===== src/rtl/regfile_wb_ctrl.sv =====
// Register-file write-port controller: WB stage has priority, MDU results queue and drain into idle slots.
// Optional forwarding from the MDU queue is enabled with `define RFWB_FWD_EN.
module regfile_wb_ctrl #(
    parameter int DEPTH = 4,
    parameter int WIDTH = 32,
    parameter int AW    = 5
) (
    input  logic                     clk,
    input  logic                     reset,
    input  logic                     pipe_we,
    input  logic [AW-1:0]            pipe_wa,
    input  logic [WIDTH-1:0]         pipe_wd,
    input  logic                     mdu_valid,
    output logic                     mdu_ready,
    input  logic [AW-1:0]            mdu_wa,
    input  logic [WIDTH-1:0]         mdu_wd,
    input  logic [AW-1:0]            dec_ra1,
    input  logic [AW-1:0]            dec_ra2,
    input  logic [AW-1:0]            dec_wa,
`ifdef RFWB_FWD_EN
    output logic                     fwd1_en,
    output logic [WIDTH-1:0]         fwd1_d,
    output logic                     fwd2_en,
    output logic [WIDTH-1:0]         fwd2_d,
`endif
    output logic                     hazard,
    output logic                     we3,
    output logic [AW-1:0]            wa3,
    output logic [WIDTH-1:0]         wd3,
    output logic [$clog2(DEPTH):0]   fifo_cnt
);

    localparam int PW = $clog2(DEPTH);
    localparam int CW = PW + 1;

    logic [AW-1:0]    q_wa [DEPTH];
    logic [WIDTH-1:0] q_wd [DEPTH];
    logic [PW-1:0]    rd_ptr;
    logic [PW-1:0]    wr_ptr;
    logic [CW-1:0]    cnt;
    logic [DEPTH-1:0] q_vld;

    logic pipe_hit;
    logic pop;
    logic push;
    logic pend_pipe;

    assign mdu_ready = (cnt != CW'(DEPTH));
    assign fifo_cnt  = cnt;
    assign pipe_hit  = pipe_we && (pipe_wa != '0) && !reset;
    assign pop       = !pipe_hit && (cnt != '0);
    assign push      = mdu_valid && mdu_ready && (mdu_wa != '0);

    // an entry is live if its distance from the head is below the count
    always_comb begin
        logic [PW-1:0] off;
        off   = '0;
        q_vld = '0;
        for (int i = 0; i < DEPTH; i++) begin
            off      = PW'(i) - rd_ptr;
            q_vld[i] = (CW'(off) < cnt);
        end
    end

    function automatic logic pend(input logic [AW-1:0] r);
        logic hit;
        hit = mdu_valid && (mdu_wa == r);
        for (int i = 0; i < DEPTH; i++)
            if (q_vld[i] && (q_wa[i] == r))
                hit = 1'b1;
        return hit && (r != '0);
    endfunction

    always_comb begin
        pend_pipe = pend(pipe_wa);
`ifdef RFWB_FWD_EN
        hazard = ((dec_ra1 != '0) && mdu_valid && (mdu_wa == dec_ra1))
               | ((dec_ra2 != '0) && mdu_valid && (mdu_wa == dec_ra2))
               | pend(dec_wa);
`else
        hazard = pend(dec_ra1) | pend(dec_ra2) | pend(dec_wa);
`endif
    end

`ifdef RFWB_FWD_EN
    // scan oldest to youngest so the youngest match wins
    always_comb begin
        logic [PW-1:0] idx;
        idx     = '0;
        fwd1_en = 1'b0;
        fwd1_d  = '0;
        fwd2_en = 1'b0;
        fwd2_d  = '0;
        for (int k = 0; k < DEPTH; k++) begin
            idx = rd_ptr + PW'(k);
            if (CW'(k) < cnt) begin
                if ((dec_ra1 != '0) && (q_wa[idx] == dec_ra1)) begin
                    fwd1_en = 1'b1;
                    fwd1_d  = q_wd[idx];
                end
                if ((dec_ra2 != '0) && (q_wa[idx] == dec_ra2)) begin
                    fwd2_en = 1'b1;
                    fwd2_d  = q_wd[idx];
                end
            end
        end
    end
`endif

    always_comb begin
        we3 = 1'b0;
        wa3 = '0;
        wd3 = '0;
        if (pipe_hit) begin
            we3 = 1'b1;
            wa3 = pipe_wa;
            wd3 = pipe_wd;
        end else if (pop) begin
            we3 = 1'b1;
            wa3 = q_wa[rd_ptr];
            wd3 = q_wd[rd_ptr];
        end
    end

    always_ff @(posedge clk or posedge reset) begin
        if (reset) begin
            rd_ptr <= '0;
            wr_ptr <= '0;
            cnt    <= '0;
        end else begin
            if (push)
                wr_ptr <= wr_ptr + PW'(1);
            if (pop)
                rd_ptr <= rd_ptr + PW'(1);
            cnt <= cnt + CW'(push) - CW'(pop);
        end
    end

    // payload needs no reset: liveness comes from the pointers and count
    always_ff @(posedge clk) begin
        if (push) begin
            q_wa[wr_ptr] <= mdu_wa;
            q_wd[wr_ptr] <= mdu_wd;
        end
    end

    a_pipe_no_pending: assert property (
        @(posedge clk) disable iff (reset) !(pipe_hit && pend_pipe));

endmodule


===== config.mk =====
export PLATFORM = sky130hd
export DESIGN_NAME = regfile_wb_ctrl
export DESIGN_NICKNAME = d
export VERILOG_FILES = /design/src/rtl/regfile_wb_ctrl.sv
export SDC_FILE = /design/constraint.sdc
export NUM_CORES = 1
export LEC_CHECK = 0
export ABC_AREA = 1
export ABC_CLOCK_PERIOD_IN_PS = 3600
export BUFFER_PORTS_ARGS = -buffer_cell sky130_fd_sc_hd__buf_4
export CAP_MARGIN = 10
export CORE_UTILIZATION = 55
export DETAILED_ROUTE_END_ITERATION = 10
export PLACE_DENSITY = 0.85
export SLEW_MARGIN = 40
export SYNTH_ARGS = -nofsm -noshare
export SYNTH_HDL_FRONTEND = slang
export SYNTH_SLANG_ARGS = --single-unit

===== constraint.sdc =====
create_clock -name clk -period 3.6 [get_ports clk]
set_input_delay 0.18 -clock clk [delete_from_list [all_inputs] [get_ports clk]]
set_output_delay 0.18 -clock clk [all_outputs]
set_load 0.03 [all_outputs]

## After elaboration in Yosys (flattened, before gate mapping)

Memories as Yosys holds them, arrays and structs flattened.
Index checks and enable logic that the tools add are counted.

| word-level totals | value |
|---|---|
| bits in registers | 7 |
| logic and storage cells | 86 |
| bits in writable memories | 148 |
| memories kept | 2 |

| cells by class | value |
|---|---|
| order comparisons | 4 |
| reductions and logical operators | 31 |
| muxes and demuxes | 20 |
| equality and inequality tests | 16 |
| bitwise logic cells | 2 |
| add/subtract/negate cells | 8 |

Memory list:

| name | depth | width | read ports | clocked after memory_dff | wr ports | line | RTL |
|---|---|---|---|---|---|---|---|
| q_wd | 4 | 32 | 1 | 0 | 1 | 37 | `logic [WIDTH-1:0] q_wd [DEPTH];` |
| q_wa | 4 | 5 | 5 | 0 | 1 | 36 | `logic [AW-1:0] q_wa [DEPTH];` |

Operators with widths:

| operator | number |
|---|---|
| $eq A5 B5 Y1 | 15 |
| $mux W32 | 2 |
| $reduce_bool A5 Y1 | 5 |
| $logic_and A1 B1 Y1 | 23 |
| $mux W1 | 16 |
| $lt A2 B3 Y1 | 4 |
| $mux W5 | 2 |
| $add A2 B1 Y2 const B | 2 |
| $sub A1 B2 Y2 const A | 2 |
| $sub A2 B2 Y2 const A | 2 |
| $add A3 B1 Y3 | 1 |
| $ne A3 B3 Y1 const B | 1 |
| $reduce_bool A3 Y1 | 1 |
| $sub A3 B1 Y3 | 1 |
| $logic_not A1 Y1 | 2 |
| $or A1 B1 Y1 | 2 |

## Longest topological paths before layout

| logic depth | value |
|---|---|
| depth after elaboration | 10 |
| mapped depth | 18 |
| depth with buffers taken out | 16 |

## Worst setup path before layout

Ideal clock, no wire load.

| timing path | value |
|---|---|
| path type | register -> register |
| from | register cnt[1] (netlist: fifo_cnt[1]) |
| to | memory q_wa[0][0], enable pin |
| buffers on the path | 0 |
| arrival | 2.838 ns |
| setup slack | 0.331 ns |
| cell stages (with the launch flop) | 5 |
| cells stage by stage | dfrtp_1 > nor2_1 > nand2_1 > o311ai_4 > nor2_1 |

| between the ends | value |
|---|---|
| longest elaborated chain between the ends | 5 |

RTL lines:

| item | line | RTL |
|---|---|---|
| start: declaration | 40 | `logic [CW-1:0] cnt;` |
| start signal: assignment | 135 | `cnt <= cnt + CW'(push) - CW'(pop);` |
| $ne A3 B3 Y1 | 48 | `assign mdu_ready = (cnt != CW'(DEPTH));` |
| named net mdu_ready | 14 | `output logic mdu_ready,` |
| $logic_and A1 B1 Y1 (2 in a row) | 52 | `assign push = mdu_valid && mdu_ready && (mdu_wa != '0);` |
| $mux W1 | 141 | `if (push) begin` |
| $mux W1 (implied by the code) | 142 | `q_wa[wr_ptr] <= mdu_wa;` |
| end: declaration | 36 |  |

The timed path passes the listed nets, and every way through them passes these cells.

## Worst setup path in the final report

| timing path | value |
|---|---|
| from | register rd_ptr[0] |
| to | output hazard |

| between the ends | value |
|---|---|
| longest elaborated chain between the ends | 10 |
| elaborated cells between the ends (all ways) | 37 |
| those cells by class | 4 x add/sub; 4 x order compare; 12 x mux; 2 x bitwise; 15 x reduce/logical |

RTL lines:

| item | line | RTL |
|---|---|---|
| start: declaration | 38 | `logic [PW-1:0] rd_ptr;` |
| start signal: assignment | 134 | `rd_ptr <= rd_ptr + PW'(1);` |
| $sub A1 B2 Y2 | 60 | `off = PW'(i) - rd_ptr;` |
| $lt A2 B3 Y1 | 61 | `q_vld[i] = (CW'(off) < cnt);` |
| $logic_and A1 B1 Y1 | 69 | `if (q_vld[i] && (q_wa[i] == r))` |
| $mux W1 (4 in a row) | 69 |  |
| $logic_and A1 B1 Y1 | 71 | `return hit && (r != '0);` |
| $or A1 B1 Y1 | 81 | `hazard = pend(dec_ra1) \| pend(dec_ra2) \| pend(dec_wa);` |
| $or A1 B1 Y1 (*) | 81 |  |
| end: declaration | 26 | `output logic hazard,` |

Every way passes the cells marked *; elsewhere a longest branch is shown, timed or not.

==> out/qor.yml <==
yosys:
  synth_edf_count: 148
  synth_ff_type: "edfxtp_1"
  avgSynthCellArea_sq_um: 9.46
  yosysSeqAreaShare_pct: 58.5
  synth.distinct_cells: 32
  synth_cells: 835
  async_flop_share_pct: 4.52
  synth_nets: 939
  ys_ff_latch: 155
  syn_area_sq_um: 7900
  ys_warn_count: 0
global_routing:
  grt_most_used_layer: "met2"
  grt_pass1_wl_mm: 33.9
  grtUsageTotal_pct: 31.0
  grt_pass1_vias: 6554
  grt_antenna_before_repair: 0
  grtUsageMet2_pct: 51.6
  grt_max_degree: 69
  met1_usage_pct: 38.4
  grt-ovfl-total: 0
  use_met3_pct: 6.79
power_and_ir_drop:
  p_int_uw: 4450
  p_sw_share_pct: 42.5
  leakage_uw: 0.00421
  ir_worst_vdd_uv: 555
  p_switching_uw: 3280
  sequentialPowerShare_pct: 33.6
  p_per_area_nw_per_um2: 781
  clockPowerShare_pct: 21.5
  comb_power_share_pct: 44.9
critical_path:
  regToRegSetupSlack_ns: 1.30
  cp-end-kind: "output port"
  crit_type: "reg -> out"
  max_stage_delay_ns: 0.42
  cpLargestDelayFamily: "simple AND/OR/NAND/NOR gates"
  cp.arrival_ns: 2.92
  worstPathCellList: "inv_2, nand2_1, nand2_1, inv_1, ha_1, inv_1, nor2_1, nand2_1, nand2_1, inv_1, nand2_1, nor2_1, nor2_1, nand3_1, nand2_1, nand3_1, buf_4"
  cpMaxStageDelayCell: "inv_2"
  required_ns: 3.42
  cp_num_buf_inv: 5
  crit_fanout: 29
  start_kind: "flop"
  crit_path_frequent_cell: "nand2_1"
finish:
  layout_common_cells: "nand2_1 (295), edfxtp_1 (148), buf_4 (146), nand3_1 (63), inv_1 (58)"
  syn2layout_area_growth_pct: 25.4
  diodes: 0
  layout_commonest_cell: "nand2_1"
  finalNetCount: 1095
  drive_gt1_share_pct: 18.8
floorplan:
  die_area_sq_um: 14800
  core_sq_um: 13900
  initial_utilization_pct: 56.7
  fp.dieW_microns: 122
  ioPinCount: 136
  fp-row-count: 43
  dieHeight_microns: 122
clock_tree:
  clock_latency_ns: 0.42
  clock_sinks: 155
  root_buffer: "clkbuf_16"
  cts_setup_buffers: 0
  hold_buffers: 34
  cts_inserted_buffers: 17
  clk_pin_slew_ns: 0.06
  h-tree-depth: 4
  cts_max_path_buffers: 2
  ctsResizeCount: 0
  cts_tree: "yes"
timing:
  relSlewSlack_pct: 51.2
  period_minus_slack_ns: 3.10
  finalCritPeriodShare_pct: 86.1
  setup_tns_ns: 0
  whs_ns: 0.00986
  max_freq_ghz: 0.323
  worstMarginPinSlew_ns: 0.733
  fin_worst_skew_ns: 0.00525
  rsz0062_at_grt: "false"
  slew_violations: 0
  hold_viol: 0
  finalSetupViolCount: 0
detailed_routing:
  drtPass1Iterations: 8
  ant_nets: 0
  viasPerCell: 5.76
  num_vias: 6823
  wl_per_cell_microns: 18.8
  drcViolationCount: 0
  wl_mm: 22.3
  initialDrtViolationCount: 746
place:
  place_hpwl_mm: 13.7
  gp_congestion: 1.02
  io_buffers: 135
status:
  status: "finished clean"
worst_hold_path:
  hold_class: "in -> reg"
run:
  drv_cap: 0
## synth_stat cells, drive strengths merged, types with 2 or more instances
master / n / area share, %
o21ai: 32 / 2.0
o22ai: 8 / 0.63
ha: 10 / 1.6
nand3: 64 / 4.1
a21oi: 44 / 2.8
dfrtp: 7 / 2.2
nor3: 5 / 0.52
nor2: 50 / 2.6
a22o: 12 / 1.3
o211ai: 2 / 0.19
xor2: 13 / 1.4
clkinv: 2 / 0.095
nand4: 16 / 1.3
clkbuf: 9 / 0.44
edfxtp: 148 / 56
xnor2: 21 / 2.3
nand2: 296 / 14
inv: 60 / 2.9
buf: 34 / 2.6
## power by group through the flow
| stage | Clock (uW) | Combinational [uW] | Sequential, uW |
|---|---|---|---|
| floorplan | 0 | 2280 | 2580 |
| global placement | 0 | 3270 | 2600 |
| detailed placement | 0 | 3340 | 2620 |
| CTS | 1650 | 3410 | 2580 |
| global route | 1740 | 3750 | 2620 |
| finish | 1660 | 3470 | 2600 |
## worst paths after layout
check / to / startpoint / depth (start not counted)
hold / removal: q_wa[0][3] / mdu_wa[3] / 1
hold reg to reg: wr_ptr[0] / wr_ptr[0] / 2
min in group asynchronous: rd_ptr[0] / reset / 3
max in group asynchronous: rd_ptr[0] / reset / 3
setup reg to reg: fifo_cnt[2] / fifo_cnt[1] / 9
setup / recovery: hazard / rd_ptr[0] / 17
## sequential cells by signal, summed over array words and instances, names as in the netlist
name / cells
q_wd: 128
q_wa: 20
fifo_cnt: 3
rd_ptr: 2
wr_ptr: 2
## layout make-up
type                       instances  area (sq um)
clock inverter                    15           126
clock buffer                      17           425
fill                             977          4030
sequential                       155          4620
timing repair buffer             180          1440
multi-input combinational        575          2830
inverter                          62           233
tap                              180           225
## per-stage QoR
stage / utilization, % / setup slack (ns) / power, uW / area (sq um) / instances
after floorplan: - / 0.331 / 4860 / 7900 / 835
after global placement: 64.6 / 1.05 / 5860 / 9010 / 1118
after detailed placement: 64.6 / 1.01 / 5960 / 9010 / 1118
after CTS: 71.1 / 0.545 / 7650 / 9900 / 1184
after global routing: 71.1 / 0.223 / 8110 / 9900 / 1184
final: 71.1 / 0.499 / 7730 / 9900 / 1184
## per-layer routing
layer	vias to the layer above	routed length [microns]	share of wire (%)
li1	3117	-	-
met4	0	811	3.6
met2	454	11100	50
met3	70	2130	9.5
met5	-	0	0
met1	3182	8300	37
## cells by family after synthesis
group,share of synthesized area (%)
xor+xnor,3.77
buf+inv,5.97
flops,58.5
simple gates,22.6
compound gates,7.31
fa+ha+maj,1.84
Note: power is estimated with default switching activity, not from simulation.
